==> src/rtl/gray_to_bin_seq.sv <==
// Bit-serial Gray-to-binary decoder: accepts a Gray word and decodes it MSB-first.
// It resolves one bit per clock, then holds the binary result until the consumer takes it.
module gray_to_bin_seq #(
   parameter int N  = 8,
   parameter int CW = $clog2(N)
) (
   input  logic         clk,
   input  logic         rst,
   input  logic         in_valid,
   output logic         in_ready,
   input  logic [N-1:0] in_grey,
   output logic         out_valid,
   input  logic         out_ready,
   output logic [N-1:0] out_bin,
   output logic         out_parity,
   output logic         busy
);

   // state | meaning
   // IDLE  | waiting for a Gray word, in_ready high
   // CALC  | resolving bin[idx] from the latched word, busy high
   // DONE  | result held on out_bin/out_parity, out_valid high
   typedef enum logic [1:0] {IDLE, CALC, DONE} state_t;

   state_t         state;
   logic [N-1:0]   g_reg;
   logic [N-1:0]   bin_reg;
   logic [CW-1:0]  idx;
   logic           par;
   logic           par_nxt;

   // The running XOR of g[N-1..i] is bin[i]; after the last bit it is also the word parity.
   assign par_nxt = par ^ g_reg[idx];

   always_ff @(posedge clk) begin
      if (rst) begin
         state     <= IDLE;
         g_reg     <= '0;
         bin_reg   <= '0;
         idx       <= '0;
         par       <= 1'b0;
         in_ready  <= 1'b1;
         out_valid <= 1'b0;
         busy      <= 1'b0;
      end else begin
         case (state)
            IDLE: begin
               if (in_valid) begin
                  g_reg    <= in_grey;
                  bin_reg  <= '0;
                  idx      <= CW'(N - 1);
                  par      <= 1'b0;
                  state    <= CALC;
                  in_ready <= 1'b0;
                  busy     <= 1'b1;
               end
            end
            CALC: begin
               bin_reg[idx] <= par_nxt;
               par          <= par_nxt;
               if (idx == '0) begin
                  state     <= DONE;
                  busy      <= 1'b0;
                  out_valid <= 1'b1;
               end else begin
                  idx <= idx - CW'(1);
               end
            end
            DONE: begin
               if (out_ready) begin
                  state     <= IDLE;
                  out_valid <= 1'b0;
                  in_ready  <= 1'b1;
               end
            end
            default: begin
               state     <= IDLE;
               in_ready  <= 1'b1;
               out_valid <= 1'b0;
               busy      <= 1'b0;
            end
         endcase
      end
   end

   assign out_bin    = bin_reg;
   assign out_parity = par;

endmodule

==> config.mk <==
export PLATFORM = sky130hd
export DESIGN_NAME = gray_to_bin_seq
export DESIGN_NICKNAME = d
export VERILOG_FILES = /design/src/rtl/gray_to_bin_seq.sv
export SDC_FILE = /design/constraint.sdc
export NUM_CORES = 1
export LEC_CHECK = 0
export ABC_AREA = 1
export CAP_MARGIN = 20
export CORE_ASPECT_RATIO = 0.8
export CORE_MARGIN = 1
export CORE_UTILIZATION = 42
export DETAILED_ROUTE_END_ITERATION = 6
export HOLD_SLACK_MARGIN = 0.15
export PLACE_DENSITY = 0.7
export SYNTH_ARGS = -nofsm -noshare
export SYNTH_HDL_FRONTEND = slang
export SYNTH_SLANG_ARGS = --single-unit
==> constraint.sdc <==
create_clock -name clk -period 1.48 [get_ports clk]
set_clock_uncertainty 0.05 [all_clocks]
set_input_delay 0.296 -clock clk [delete_from_list [all_inputs] [get_ports clk]]
set_output_delay 0.296 -clock clk [all_outputs]
set_load 0.05 [all_outputs]
==> metrics, run 1 <==
Port-buffer cells 23; final period utilization approximately 96%; placed cell count around 230; Synth area leader dfxtp_1; critical path type reg -> out; Worst path depth 1; main flop type after synthesis dfxtp_1; final wirelength between 3 and 4 mm; Worst EP required roughly 1.1 ns; nets ~220; Synth Net Count about 190; HP Start g_reg[0]; total gr overflow 0; Num CTS Buffers 3; worst-path maximum fanout 5; Reg area between 500 and 600 um2; vias per std cell ~5.1; Synth Instances roughly 170; post-synth cell types 18; I/O Pins 24; Power, Total between 0.0015 and 0.002 W; worst slew pin tran approximately 0.37 ns; Crit-path slowest cell dfxtp_1; GRT Util Overall a little under a fifth; Fin. Hold Viols 0; Layout area overhead 44.1%; non-filler cells, final 242; number of antenna diodes 0; core area roughly 0.0028 mm2; Period minus WS final between 1 and 1.5 ns; total number of vias 1236; crit path cell chain buf_12; CP Capture Type primary output; number of flops mapped to enable cells by yosys 0; Setup crit start kind register; DIE WIDTH a little over 60 um; max-cap viol count 0; die area 0.00313 mm2; fillers 242; Final ANT Viol Nets 0; Hold Path Stages 2; largest net degree at the start of global routing 21; Skew-Pair Late Insertion Delay around 0.32 ns; Leak 0.720 nW; First-pass DRT Iterations 4; Final Util 63.6%; pwr dens ~960 mW/mm2; register area share after synthesis 41.0%; fmax 703 MHz; Die Ht approximately 50 um; cell area after synthesis between 0.001 and 0.0015 mm2; Clock Sinks 25; slowest cell delay on critical path about 0.57 ns; layout cells sized above 1 about a quarter; vias in the first global route 1093; Reg clk slew, reported paths around 0.13 ns; Detailed Place HPWL 2.06 mm; post-DR wirelength/cell around 12 um; FFs w/ async S/R, synth 0%; # rows 17; status finished, final reports clean; CTS tree done; fin. max-slew vios 0; Initial Util 44.2%; top-count cell post-synth nor2_1; H-tree levels 1; worst path bufs/invs 1; # DRC 0; multi-input logic area approximately 650 um2; Syn Area/Cell just over 7 um2; largest delay contributor family on the critical path flip-flops; Detailed Route Iter0 Violations 46; Critical Path AT ~1.1 ns; relative slew slack about three quarters; Hold WS 0.423 ns; #FFs+latches synth 25; Clock Tree Buf Depth 2; YS warnings 0; Synth top area share 41.0%; top cells by area, synth dfxtp_1 (41%), nor2_1 (9.2%), a21oi_1 (7.8%); initial antenna violation count 0; gp weighted congestion ~0.79; Final setup violation count 0; first-pass GRT wire length 4.65 mm; Max IR drop VDD a little over 600 uV; class of the worst hold path reg -> reg; R2R cell count 8; most frequent cells after synthesis nor2_1 (30), dfxtp_1 (25), nand2_1 (23); worst reg2reg path startpoint idx[2]; crit path from out_parity; root buf cell clkbuf_4
final timing paths:
path | end | slack, ns
max reg2reg | out_bin[4] | 0.08
min | g_reg[0] | 0.42
max | out_parity | 0.06
min reg2reg | g_reg[0] | 0.42
routing by layer:
layer	part of all wire (%)	track usage, %	up-vias
li1	-	-	624
met1	44	23.5	575
met2	50	31.9	33
met3	5.0	4.77	4
met4	1.4	5.81	0
met5	0	0	-
per-stage QoR:
step / setup WS (ns) / area [um2] / TNS [ns]
after floorplan: 0.0117 / 1220 / 0
after global placement: 0.0463 / 1620 / 0
after detailed placement: -0.00692 / 1620 / -0.0173
after CTS: 0.00583 / 1650 / 0
after global routing: -0.0323 / 1760 / -0.0323
final: 0.0573 / 1760 / 0
layout make-up:
| cell class | instances | share of cell area, % |
|---|---|---|
| Multi-Input combinational cell | 119 | 36.8 |
| Clock buffer | 4 | 1.49 |
| Tap cell | 38 | 2.70 |
| Inverter | 22 | 5.12 |
| Timing Repair Buffer | 34 | 25.0 |
| Sequential cell | 25 | 28.8 |
timing repair:
action | in CTS | in global routing
cloned | 0 | 2
setup buffers | 0 | 4
hold buffers | 0 | 0
hold endpoints to repair | 0 | 0
resized for setup | 1 | 22
endpoints found under the setup margin | 1 | 13
pin swaps | 1 | 7
cell usage in the layout (no fill, tap or decap), drive strengths merged:
cell,instances
buf,23
inv,22
dfxtp,25
a21oi,19
ha,2
nand3,13
nand2,31
clkbuf,4
nor2,30
o31ai,1
o21ai,15
nand4,8
clkdlybuf4s50,11
report_power, final:
part           switching, W  internal [W]  leakage, nW
Sequential        0.0000507      0.000730        0.206
Combinational      0.000350      0.000240        0.499
Clock              0.000206      0.000106       0.0150
Total              0.000606       0.00108        0.720
logic make-up (layout without fill, tap and decap cells):
kind of cell | count (synthesis) | count (layout) | share of synthesized area, %
DFF | 25 | 25 | 41.0
adders and majority gates | 2 | 2 | 2.05
and+or+nand+nor | 81 | 82 | 30.5
AOI/OAI and AO/OA | 34 | 35 | 15.1
buffers and inverters | 30 | 60 | 11.4
No activity file was read; power rests on OpenSTA's default activity.
==> run 2: changes to the inputs <==
PLACE_DENSITY = 0.67   (was 0.7)
clock period = 1.6 ns   (was 1.48 ns; I/O delays follow)
==> run 2 against run 1 <==
Effect of this change: first-iteration DRC count fell by 17%; wire length fell by 8.6%; die area did not move; total power fell by 12%; core utilization fell by 3.6 points; setup slack improved by 0.038 ns; largest cell class unchanged; largest power group unchanged; highest routed layer unchanged.
==> metrics, run 2 (synthesized netlist as in run 1, its figures left out) <==
status finished, final reports clean; largest net degree at the start of global routing 21; multi-input logic area 602 um2; pre-CTS setup slack 0.100 ns; pwr dens just under 900 mW/mm2; # rows 17; DIE WIDTH roughly 62 um; setup TNS 0 ns; first-pass GRT wire length about 4.6 mm; root buf cell clkbuf_4; Final ANT Viol Nets 0; class of the worst hold path reg -> reg; nets 214; slowest cell delay on critical path around 0.38 ns; Crit-path slowest cell dfxtp_2; H-tree levels 1; # DRC 0; core area 0.00277 mm2; vias per std cell between 5 and 6; total number of vias 1206; CTS Hold Bufs 0; Fin. Hold Viols 0; number of antenna diodes 0; most used cell, CP nand2_1; total gr overflow 0; routing usage on met3 under 10%; Period minus WS final roughly 1.5 ns; final wirelength around 2.8 mm; die area approximately 0.0031 mm2; Leak 0.687 nW; relative slew slack between 70 and 80%; post-DR wirelength/cell between 10 and 15 um; Reg area around 500 um2; met1 Use GR a little over a fifth; Detailed Route Iter0 Violations 38; I/O Pins 24; commonest non-fill, non-tap cell in the layout nor2_1; GRT Util Overall between 10% and 20%; First-pass DRT Iterations 4; gp weighted congestion between 0.7 and 0.8; fillers between 200 and 300; Layout area overhead 35.9%; Critical Path AT around 1.7 ns; Die Ht 50.2 um; critical path type reg -> reg; Initial Util between 40 and 50%; fin. max-slew vios 0; Setup crit start kind register; layout cells sized above 1 about 18%; CP Capture Type register; max-cap viol count 0; Reg clk slew, reported paths roughly 0.14 ns; post-cts sizing count 0; Hold WS between 0.4 and 0.5 ns; Clock Sinks 25; Worst EP required ~1.8 ns; Final Util around 60%; initial antenna violation count 0; worst-path maximum fanout 11; Port-buffer cells 23; CTS tree done; Clock Tree Buf Depth 2; Final setup violation count 0; Skew-Pair Late Insertion Delay between 0.3 and 0.4 ns; Max IR drop VDD 486 uV; postcts setup bufs 0; crit path cell chain inv_4 -> buf_4 -> nand2_1 -> nand2_1 -> nand2_1 -> nand2_2 -> nor2_1 -> nand2_1 -> nand4_1 -> a21oi_1; worst slew pin tran around 0.34 ns; Num CTS Buffers 3; fmax around 660 MHz; GRT Max-Usage Layer met2; vias in the first global route 1070; met2 GRT Util about a third; setup ws final between 0.09 and 0.1 ns; final period utilization 94.0%; Detailed Place HPWL just under 2 mm; most frequent cells in the layout nor2_1 (29), nand2_1 (24), dfxtp_1 (23)
==> run 2: cell count changes in the layout (fill, tap and decap cells not counted), sizes merged <==
cell	previous run	this run
buf	23	18
==> run 2: worst paths after layout <==
check           start  slack [ns]  cells after the start    endpoint
max            idx[0]         0.1                     10  out_bin[3]
min          g_reg[5]        0.41                      2    g_reg[5]
max reg2reg    idx[0]         0.1                     10  out_bin[3]
min reg2reg  g_reg[5]        0.41                      2    g_reg[5]
==> run 2: area by class of cell <==
class	count	share of cell area [%]
tap	38	2.87
multi-input combinational	119	36.3
timing repair buffer	29	23.8
sequential	25	30.3
inverter	22	5.13
clock buffer	4	1.58
==> run 2: power breakdown <==
group | switching (W) | internal (W)
registers | 0.0000410 | 0.000674
logic | 0.000292 | 0.000182
clock network | 0.000192 | 0.0000978
total | 0.000525 | 0.000954
==> run 2: per-stage QoR <==
stage	cell area [um2]	std cells	power, W
floorplan	1220	172	0.00103
global placement	1610	231	0.00117
detailed placement	1610	231	0.00118
CTS	1640	235	0.00146
global route	1660	237	0.00157
finish	1660	237	0.00148
==> run 2: worst max-delay path: cells and delay by family, from the launching register on <==
family	cells	cell delay [ns]
simple gates	7	0.70
flops	1	0.38
buf+inv	2	0.20
compound gates	1	0.06
==> run 2: metal layers <==
metal | share of wire, % | routed length, um | up-vias
met1 | 46 | 1260 | 547
li1 | - | - | 613
met5 | 0 | 0 | -
met2 | 47 | 1300 | 40
met3 | 6.0 | 165 | 6
met4 | 1.2 | 34 | 0
